## config.mk

```make
export PLATFORM = sky130hd
export DESIGN_NAME = unidad_control_multiciclo
export DESIGN_NICKNAME = d
export VERILOG_FILES = /design/src/rtl/unidad_control_multiciclo.sv
export SDC_FILE = /design/constraint.sdc
export NUM_CORES = 1
export LEC_CHECK = 0
export ABC_CLOCK_PERIOD_IN_PS = 1900
export CORE_UTILIZATION = 40
export DETAILED_ROUTE_END_ITERATION = 16
export GPL_ROUTABILITY_DRIVEN = 0
export PLACE_DENSITY = 0.79
export SYNTH_ARGS = -nofsm -noshare
export SYNTH_HDL_FRONTEND = slang
export SYNTH_SLANG_ARGS = --single-unit
```

## constraint.sdc

```tcl
create_clock -name clk -period 1.9 [get_ports clk]
set_clock_uncertainty 0.2 [all_clocks]
set_input_delay 0.475 -clock clk [delete_from_list [all_inputs] [get_ports clk]]
set_output_delay 0.475 -clock clk [all_outputs]
set_load 0.03 [all_outputs]
```

## src/rtl/unidad_control_multiciclo.sv

```systemverilog
// Multicycle main controller for the ARM calculator datapath: Moore FSM plus NZCV flag register.
// Optional macro CTRL_BL_EN enables the LINK state for BL; when undefined, Op=10 always branches without linking.
module unidad_control_multiciclo #(
  parameter logic [3:0] FLAGS_RESET = 4'b0000
) (
  input  logic       clk,
  input  logic       reset,
  input  logic [3:0] Cond,
  input  logic [1:0] Op,
  input  logic [5:0] Funct,
  input  logic [3:0] Rd,
  input  logic [3:0] ALUFlags,
  output logic       PCWrite,
  output logic       MemWrite,
  output logic       RegWrite,
  output logic       IRWrite,
  output logic       AdrSrc,
  output logic       ALUSrcA,
  output logic [1:0] ALUSrcB,
  output logic [1:0] ResultSrc,
  output logic [1:0] ExtImm,
  output logic [1:0] RegSrc,
  output logic [1:0] ALUControl,
  output logic       LinkW
);

  typedef enum logic [3:0] {
    FETCH  = 4'd0,
    DECODE = 4'd1,
    MEMADR = 4'd2,
    MEMRD  = 4'd3,
    MEMWB  = 4'd4,
    MEMWR  = 4'd5,
    EXECR  = 4'd6,
    EXECI  = 4'd7,
    ALUWB  = 4'd8,
    LINK   = 4'd9,
    BRANCH = 4'd10
  } state_t;

  typedef enum logic [1:0] {
    ALU_ADD = 2'b00,
    ALU_SUB = 2'b01,
    ALU_AND = 2'b10,
    ALU_ORR = 2'b11
  } alu_op_t;

  state_t     state, state_next;
  logic [3:0] flags;            // {N, Z, C, V}
  logic       cond_ex;
  alu_op_t    dp_op;
  logic [3:0] cmd;
  logic       is_cmp;
  logic       is_logic;

  assign cmd      = Funct[4:1];
  assign is_cmp   = (cmd == 4'b1010);
  assign is_logic = (dp_op == ALU_AND) || (dp_op == ALU_ORR);

  always_comb begin
    unique case (cmd)
      4'b0100: dp_op = ALU_ADD;
      4'b0010: dp_op = ALU_SUB;
      4'b1010: dp_op = ALU_SUB;
      4'b0000: dp_op = ALU_AND;
      4'b1100: dp_op = ALU_ORR;
      default: dp_op = ALU_ADD;
    endcase
  end

  // Condition check against the stored flags.
  logic n_f, z_f, c_f, v_f;
  assign {n_f, z_f, c_f, v_f} = flags;

  always_comb begin
    unique case (Cond)
      4'b0000: cond_ex = z_f;
      4'b0001: cond_ex = ~z_f;
      4'b0010: cond_ex = c_f;
      4'b0011: cond_ex = ~c_f;
      4'b0100: cond_ex = n_f;
      4'b0101: cond_ex = ~n_f;
      4'b0110: cond_ex = v_f;
      4'b0111: cond_ex = ~v_f;
      4'b1000: cond_ex = c_f & ~z_f;
      4'b1001: cond_ex = ~c_f | z_f;
      4'b1010: cond_ex = (n_f == v_f);
      4'b1011: cond_ex = (n_f != v_f);
      4'b1100: cond_ex = ~z_f & (n_f == v_f);
      4'b1101: cond_ex = z_f | (n_f != v_f);
      4'b1110: cond_ex = 1'b1;
      default: cond_ex = 1'b0;
    endcase
  end

  // NOTE: sequential state uses non-blocking assignments so every register samples pre-edge values.
  always_ff @(posedge clk) begin
    if (reset) begin
      state <= FETCH;
      flags <= FLAGS_RESET;
    end else begin
      state <= state_next;
      if ((state == EXECR || state == EXECI) && Funct[0]) begin
        flags[3:2] <= ALUFlags[3:2];
        if (!is_logic)
          flags[1:0] <= ALUFlags[1:0];
      end
    end
  end

  // NOTE: defaults first in every always_comb so no path leaves a signal unassigned (no latches).
  always_comb begin
    state_next = FETCH;
    unique case (state)
      FETCH:  state_next = DECODE;
      DECODE: begin
        if (!cond_ex)
          state_next = FETCH;
        else begin
          unique case (Op)
            2'b00: state_next = Funct[5] ? EXECI : EXECR;
            2'b01: state_next = MEMADR;
`ifdef CTRL_BL_EN
            2'b10: state_next = Funct[4] ? LINK : BRANCH;
`else
            2'b10: state_next = BRANCH;
`endif
            default: state_next = FETCH;
          endcase
        end
      end
      EXECR:  state_next = ALUWB;
      EXECI:  state_next = ALUWB;
      ALUWB:  state_next = FETCH;
      MEMADR: state_next = Funct[0] ? MEMRD : MEMWR;
      MEMRD:  state_next = MEMWB;
      MEMWB:  state_next = FETCH;
      MEMWR:  state_next = FETCH;
`ifdef CTRL_BL_EN
      LINK:   state_next = BRANCH;
`endif
      BRANCH: state_next = FETCH;
      default: state_next = FETCH;
    endcase
  end

  // Moore outputs; everything reads 0 while reset is held.
  always_comb begin
    PCWrite    = 1'b0;
    MemWrite   = 1'b0;
    RegWrite   = 1'b0;
    IRWrite    = 1'b0;
    AdrSrc     = 1'b0;
    ALUSrcA    = 1'b0;
    ALUSrcB    = 2'b00;
    ResultSrc  = 2'b00;
    ExtImm     = 2'b00;
    RegSrc     = 2'b00;
    ALUControl = ALU_ADD;
    LinkW      = 1'b0;
    if (!reset) begin
      if (state != FETCH)
        RegSrc = {Op == 2'b01, Op == 2'b10};
      unique case (state)
        FETCH: begin
          IRWrite   = 1'b1;
          PCWrite   = 1'b1;
          ALUSrcA   = 1'b1;
          ALUSrcB   = 2'b10;
          ResultSrc = 2'b10;
        end
        DECODE: begin
          ALUSrcA   = 1'b1;
          ALUSrcB   = 2'b10;
          ResultSrc = 2'b10;
        end
        EXECR: ALUControl = dp_op;
        EXECI: begin
          ALUSrcB    = 2'b01;
          ALUControl = dp_op;
        end
        ALUWB: begin
          RegWrite = ~is_cmp;
          PCWrite  = (Rd == 4'd15);
        end
        MEMADR: begin
          ALUSrcB    = 2'b01;
          ExtImm     = 2'b10;
          ALUControl = Funct[3] ? ALU_ADD : ALU_SUB;
        end
        MEMRD: AdrSrc = 1'b1;
        MEMWB: begin
          ResultSrc = 2'b01;
          RegWrite  = 1'b1;
        end
        MEMWR: begin
          AdrSrc   = 1'b1;
          MemWrite = 1'b1;
        end
`ifdef CTRL_BL_EN
        LINK: begin
          ALUSrcA   = 1'b1;
          ALUSrcB   = 2'b11;
          ResultSrc = 2'b10;
          RegWrite  = 1'b1;
          LinkW     = 1'b1;
        end
`endif
        BRANCH: begin
          ALUSrcB   = 2'b01;
          ExtImm    = 2'b01;
          ResultSrc = 2'b10;
          PCWrite   = 1'b1;
        end
        default: ;
      endcase
    end
  end

endmodule
```

After elaboration in Yosys (flattened, before gate mapping)
Cells that the tools add are included.

Register bits: 8. Bits in latches: 0. Memory bits (writable): 0. Bits in read-only memories: 0. Word-level logic and storage cells: 92. Memories: 0.

Add/sub/neg operators: 0. Multiply operators: 0. Div/mod/pow operators: 0. Magnitude comparators: 0. Equality and inequality tests: 33. Shifts and indexed selects: 0. Mux-type cells: 30. Bitwise operators: 10. Reductions and logical operators: 16.

Operator list (count): $eq A4 B4 Y1 const B (12); $eq A4 B3 Y1 const B (8); $eq A4 B2 Y1 const B (5); $pmux W4 S5 (1); $pmux W2 S2 (4); $pmux W1 S15 (1); $logic_not A4 Y1 (3); $mux W1 (12); $mux W2 (6); $pmux W4 S3 (1); $reduce_or A2 Y1 (5); $eq A4 B1 Y1 const B (2); $eq A2 B2 Y1 const B (3); $not A1 Y1 (6); $pmux W2 S3 (1); $reduce_or A3 Y1 (2); $mux W4 (1); $pmux W1 S2 (2); $reduce_bool A4 Y1 (1); $mux W3 (1); $and A1 B1 Y1 (2); $eq A2 B1 Y1 const B (1); $logic_not A2 Y1 (1); $logic_or A1 B1 Y1 (2); 5 further kinds (6).

Logic depth before layout (Yosys ltp)
Gate-level depths: netlist of the first run.

Word-level depth: 7. Mapped depth: 6.

Least setup slack after synthesis of the first run
Ideal clock, no wire load.

Path kind: reg-to-output. Start point: reg state[2]. End point: out ResultSrc[1]. Arrival time: 1778 ps. Data required time: 1225 ps. Setup slack: -553 ps. Cell stages (with the launch flop): 5. Path buffers: 1. Cells stage by stage: dfxtp_1 buf_2 or2_2 nor3_1 or2_2.

Word-level cells in the longest chain between the ends: 4. Elaborated cells on any way between the ends: 7. Those cells by class: 3 x eq/ne; 2 x mux; 2 x reduce/logical.

Ends and longest elaborated chain: start: declaration (line 48) `state_t state, state_next;`; start signal: assignment (line 102) `state <= state_next;`; $eq A4 B4 Y1, or another cell as far along (line 164) `unique case (state)`; $reduce_or A3 Y1 (no line); $pmux W2 S2 * (line 164); $mux W2 * (line 161) `if (!reset) begin`; end: declaration (line 20) `output logic [1:0] ResultSrc,`.

Every way passes the cells marked *; elsewhere a longest branch is shown, timed or not.

Final worst setup path of the first run
Start point: reg state[3]. End point: out ALUControl[0].

Word-level cells in the longest chain between the ends: 4. Elaborated cells on any way between the ends: 6. Those cells by class: 3 x eq/ne; 2 x mux; 1 x reduce/logical.

Ends and longest elaborated chain: $eq A4 B3 Y1 (line 164); $reduce_or A2 Y1 (no line); $pmux W2 S2 * (line 164); $mux W2 * (line 161); end: declaration (line 23) `output logic [1:0] ALUControl,`.

Marked as above.

==> summary.md, run 1 <==
| Metric | Value |
|---|---|
| Critical Path Stages | `6` |
| Vias | `1224` |
| Met2 usage | `about 56%` |
| Crit path max fanout | `3` |
| Top-count cell post-synth | `nor2_1` |
| Die area | `between 2000 and 2500 um^2` |
| Final Max Slew Viols | `0` |
| CTS tree | `done` |
| Overall routing resource usage | `33.9%` |
| MaxCap Viol Count | `0` |
| Number of CTS-inserted buffers | `3` |
| CP arrival | `1530 ps` |
| DR pass1 iterations | `4` |
| Cell Pwr Density | `~390 nW/um^2` |
| Synth unique cells | `42` |
| Die extent in x | `47.0 um` |
| HP Class | `reg2reg` |
| Root buffer cell | `clkbuf_4` |
| GR Util met3 | `under 10%` |
| Fin nets | `between 200 and 250` |
| Drt wl/cell | `roughly 19 um` |
| Slowest CP cell | `dfxtp_2` |
| Max VDD drop | `between 0.4 and 0.5 mV` |
| Clock buffer depth | `2` |
| Cts hold-fix bufs | `0` |
| Failing checks | `negative setup slack` |
| Setup crit end kind | `primary output` |
| Placed cell count | `between 150 and 200` |
| Required @ worst endpoint | `1220 ps` |
| Hold Crit Depth | `2` |
| Clock Latency Late Sink | `260 ps` |
| Synthesized instance count | `~110` |
| Post-synth ARST share | `0%` |
| Largest net degree at the start of global routing | `12` |
| Mean post-synth cell area | `a little over 7 um^2` |
| Post-DP HPWL | `around 2000 um` |
| Row count | `15` |
| P&R area growth vs syn | `98.5%` |
| Crit. Startpoint | `state[3]$_SDFF_PP0_` |
| Total routed wirelength | `slightly below 4000 um` |
| N_diodes | `0` |
| Area of placed instances | `approximately 1400 um^2` |
| Final Non-Filler Cells | `between 200 and 250` |
| H-tree depth | `1` |
| Core area | `~1800 um^2` |
| Hold wc startpoint | `flags[1]$_SDFFE_PP0P_` |
| Buf/Inv on CP | `1` |
| I/O Pins | `39` |
| GR Overflow Total | `0` |
| Post-synth EDFFs | `0` |
| Final setup fails | `16` |
| Port-buffer cells | `37` |
| Post-route ant nets | `0` |
| Setup TNS | `-2180 ps` |
| Yosys reg bits | `8` |
| Crit path max-delay family | `simple AND/OR/NAND/NOR gates` |
| Clock transition at the registers of the reported paths | `approximately 60 ps` |
| Post-Syn Area | `between 800 and 900 um^2` |
| Top Usage Layer GRT | `met2` |
| Worst-path cell chain | `nor2_4, nand3_2, nor3b_2, nor2_2, o22ai_4, buf_6` |
| Register area share after synthesis | `just under 20%` |
| RSZ-0062 raised after global routing | `true` |
| Initial drt markers | `92` |
| Vias in the first global route | `around 1100` |
| Initial Util | `approximately 45%` |
| Number of cells on the worst reg-to-reg path | `5` |
| Die Y | `47.0 um` |
| Leak pwr | `just over 0.0007 uW` |
| Proportion of layout cells with a drive suffix above 1 | `around 55%` |
| Hold Vio Cnt, Final | `0` |
| Synth top area share | `between 10% and 20%` |
| Fin crit share | `116%` |
| First-pass GRT wire length | `5080 um` |
| M1 GR Usage | `roughly 40%` |
| Initial antenna violation count | `0` |
| Worst r2r src | `flags[3]$_SDFFE_PP0P_` |
| Cell taking the most area after synthesis | `dfxtp_1` |
| Post-route design area | `about 1600 um^2` |
| Post-synth top cells | `nor2_1 (16), nand2_1 (10), dfxtp_1 (8), mux2i_1 (7), nand3_1 (6)` |
| Period minus WS final | `2200 ps` |
| Crit path kind | `reg2out` |
| Syn nets | `roughly 130` |
| CP max stage delay | `about 350 ps` |
| Post-route setup slack | `-305 ps` |
| Outcome | `complete, but fails checks` |
| Post-DR vias/cell | `~6.1` |
| Synth warn | `0` |
| # DRC | `0` |
| Area contributors post-synth | `dfxtp_1 (20%), mux2i_1 (8.7%), nor2_1 (7.4%)` |
| Fmax | `454 MHz` |
| Worst setup SP type | `flip-flop` |
| Clk sinks | `8` |
| Main synth FF type | `dfxtp_1` |
## sequential cells by signal (all words and copies together) (netlist names)
name / cells
flags: 4
state: 4
## cells by family after synthesis
family | Yosys count | synth area share [%]
and+or+nand+nor | 60 | 41.2
AOI/OAI and AO/OA | 20 | 17.8
buffers and inverters | 13 | 8.82
DFF | 8 | 19.8
muxes | 7 | 8.67
xor gates and xnor gates | 3 | 3.25
other | 1 | 0.464
## power breakdown
part / internal (uW) / switching, uW / leakage [uW]
sequential: 172 / 9.60 / 0.0000671
combinational: 156 / 159 / 0.000639
clock: 72.4 / 60.0 / 0.0000138
## cell type report
class	instances	area, um^2
flip-flops and latches	8	170
repair buffers	72	637
inverters	3	11.3
multi-input cells	91	732
fillers	81	198
clock buffers	3	22.5
well taps	25	31.3
## routing by layer
layer  vias to the layer above  wire, um
met5                         -         0
met4                         0       169
met3                        24       341
met2                        82      1850
met1                       580      1560
li1                        538         -
## final timing paths
check | slack (ps) | endpoint
worst min register to register | 410 | flags[1]$_SDFFE_PP0P_
worst max-delay path | -300 | ALUControl[0]
worst min-delay path | 410 | flags[1]$_SDFFE_PP0P_
worst max register to register | 50 | state[1]$_SDFF_PP0_
## worst min-delay path, delay by kind of cell, from the launching register on
family,cells,cell delay (ps)
and+or+nand+nor,1,50
muxes,1,150
DFF,1,360
## layout by cell type, fill, tap and decap left out, types with 3 or more instances in the layout
cell type	synthesis	routed
dfxtp_1	8	4
clkdlybuf4s50_1	0	8
dlygate4sd2_1	0	7
nor2_2	0	4
nor2_1	16	10
nand3_1	6	4
mux2i_1	7	7
buf_6	1	20
nor3b_2	0	3
nand2b_1	3	3
o21ai_1	4	4
clkbuf_4	0	3
buf_4	3	34
nand2_1	10	8
## what timing repair did
item,4_1_cts,5_1_grt
gates resized for setup,63,14
pin swaps,15,10
endpoints found under the setup margin,20,20
setup buffers,5,4
## per-stage QoR
| step | worst slack, ps | hold WS, ps | util (%) | total power [uW] |
|---|---|---|---|---|
| 2_1_floorplan | -183 | 306 | - | 316 |
| 3_3_place_gp | -527 | 347 | 76.1 | 437 |
| 3_5_place_dp | -550 | 376 | 76.1 | 443 |
| 4_1_cts | -178 | 384 | 85.3 | 592 |
| 5_1_grt | -330 | 448 | 89.0 | 660 |
| 6_report | -305 | 407 | 89.0 | 629 |
(Power assumes the default switching activity.)
==> inputs of run 2 (changes only) <==
Settings changed: GPL_ROUTABILITY_DRIVEN 0 to unset, MAX_ROUTING_LAYER set to met4.
==> summary.md, run 2 (synthesis results as in run 1) <==
| Metric | Value |
|---|---|
| Crit path max-delay family | `simple AND/OR/NAND/NOR gates` |
| Failing checks | `negative setup slack` |
| Final Max Slew Viols | `0 (unchanged)` |
| Root buffer cell | `clkbuf_4` |
| RSZ-0062 raised after global routing | `true` |
| Fin crit share | `116% (about the same)` |
| Clock transition at the registers of the reported paths | `60 ps (about the same)` |
| Period minus WS final | `2210 ps (+1.46 ps)` |
| N_diodes | `0 (unchanged)` |
| Slowest CP cell | `dfxtp_2` |
| Area of placed instances | `1370 um^2 (unchanged)` |
| Final Non-Filler Cells | `202 (unchanged)` |
| Leak pwr | `0.000720 uW (unchanged)` |
| Die extent in x | `47.0 um (unchanged)` |
| Hold Vio Cnt, Final | `0 (unchanged)` |
| Post-Route Utilization | `89.0% (unchanged)` |
| Required @ worst endpoint | `1220 ps (about the same)` |
| CP arrival | `1530 ps (about the same)` |
| I/O Pins | `39 (unchanged)` |
| Proportion of layout cells with a drive suffix above 1 | `54.8% (unchanged)` |
| Crit path kind | `reg2out` |
| Number of CTS-inserted buffers | `3 (unchanged)` |
| Cts hold-fix bufs | `0 (unchanged)` |
| Worst-path cell chain | `nor2_4, nand3_2, nor3b_2, nor2_2, o22ai_4, buf_6` |
| Row count | `15 (unchanged)` |
| Post-DR vias/cell | `6.15 (+1.6%)` |
| Post-DP HPWL | `2020 um (unchanged)` |
| Worst setup SP type | `flip-flop` |
| Outcome | `complete, but fails checks` |
| # DRC | `0 (unchanged)` |
| Vias in the first global route | `1085 (+0.092%)` |
| Vias | `1243 (+1.6%)` |
| Die area | `2200 um^2 (unchanged)` |
| Drt wl/cell | `19.1 um (-1.6%)` |
| Setup crit end kind | `primary output` |
| Die Y | `47.0 um (unchanged)` |
| Initial Util | `44.9% (unchanged)` |
| DR pass1 iterations | `4 (unchanged)` |
| Clock buffer depth | `2 (unchanged)` |
| Fillers | `81 (unchanged)` |
| HP Class | `reg2reg` |
| P&R area growth vs syn | `98.5% (unchanged)` |
| Hold Crit Depth | `2 (unchanged)` |
| Cell Pwr Density | `392 nW/um^2 (about the same)` |
| Crit path max fanout | `3 (unchanged)` |
| Most frequent cells in the layout | `buf_4 (34), buf_6 (20), nor2_1 (10)` |
| Number of cells on the worst reg-to-reg path | `5 (unchanged)` |
| Post-route design area | `1600 um^2 (unchanged)` |
| Fin nets | `201 (unchanged)` |
| Critical Path Stages | `6 (unchanged)` |
| Buf/Inv on CP | `1 (unchanged)` |
| CTS tree | `done` |
| GP Congestion | `roughly 0.94` |
| Clock Latency Late Sink | `260 ps (about the same)` |
| Final setup fails | `16 (unchanged)` |
| Core area | `1800 um^2 (unchanged)` |
| First-pass GRT wire length | `5080 um (unchanged)` |
| Placed cell count | `190 (unchanged)` |
| Initial antenna violation count | `0 (unchanged)` |
| Largest net degree at the start of global routing | `12 (unchanged)` |
| Clk sinks | `8 (unchanged)` |
| Max VDD drop | `0.420 mV (about the same)` |
| CP max stage delay | `350 ps (about the same)` |
| Overall routing resource usage | `35.0% (+1.1 points)` |
| MaxCap Viol Count | `0 (unchanged)` |
| Setup Slack @ Placement | `-550 ps (unchanged)` |
| Total routed wirelength | `3860 um (-1.6%)` |
| Most common cell after layout, fill and taps aside | `buf_4` |
| Setup TNS | `-2220 ps (-44.1 ps)` |
| Port-buffer cells | `37 (unchanged)` |
| Post-route ant nets | `0 (unchanged)` |
| Biggest regs | `flags (4), state (4)` |
| Post-route setup slack | `-306 ps (-1.46 ps)` |
| Fmax | `453 MHz (about the same)` |
| GR Overflow Total | `0 (unchanged)` |
| Initial drt markers | `70 (-24%)` |
| H-tree depth | `1 (unchanged)` |
## run 2: cell counts in the layout (fill, tap and decap cells not counted)
Identical to the previous run, type by type.
## run 2: final timing paths
kind / slack (ps) / endpoint / start
worst min-delay path: 410 / flags[1]$_SDFFE_PP0P_ / flags[1]$_SDFFE_PP0P_
worst min register to register: 410 / flags[1]$_SDFFE_PP0P_ / flags[1]$_SDFFE_PP0P_
worst max-delay path: -310 / ALUControl[0] / state[3]$_SDFF_PP0_
worst max register to register: 30 / state[1]$_SDFF_PP0_ / flags[3]$_SDFFE_PP0P_
## run 2: final cells by class
type	count	area [um^2]	share of cell area (%)
inverters	3	11.3	0.702
repair buffers	72	637	39.7
flip-flops and latches	8	170	10.6
multi-input cells	91	732	45.6
well taps	25	31.3	1.95
clock buffers	3	22.5	1.40
## run 2: worst reg2reg max path, stage by stage, from the launching register on
cell	delay, ps
dfxtp_1	540
xor2_1	290
o22ai_1	140
o311ai_1	320
a21boi_2	140
o21ai_1	160
## run 2: what timing repair did
| item | CTS | global route |
|---|---|---|
| endpoints found under the setup margin | 20 | 20 |
| setup buffers | 5 | 4 |
| gates resized for setup | 63 | 14 |
| pin swaps | 15 | 10 |
| cloned | 0 | 0 |
## run 2: report_power, final
part	internal, uW	switching [uW]	total [uW]	leakage, uW
Clock	72.4	59.8	132	0.0000138
Combinational	156	159	315	0.000639
Sequential	172	9.51	182	0.0000671
## run 2: per-layer routing
| metal | routed length, um | up-vias | track usage [%] | part of all wire, % |
|---|---|---|---|---|
| met3 | 382 | 33 | 7.31 | 9.9 |
| met5 | 0 | - | - | 0 |
| met4 | 227 | 0 | 20.0 | 5.9 |
| met1 | 1450 | 570 | 40.0 | 37 |
| li1 | - | 535 | - | - |
| met2 | 1810 | 105 | 56.4 | 47 |
## run 2: through the flow
stage / total power, uW / hold slack (ps)
finish: 629 / 412
CTS: 592 / 384
global route: 660 / 448
detailed placement: 443 / 376
global placement: 437 / 347
floorplan: 316 / 306
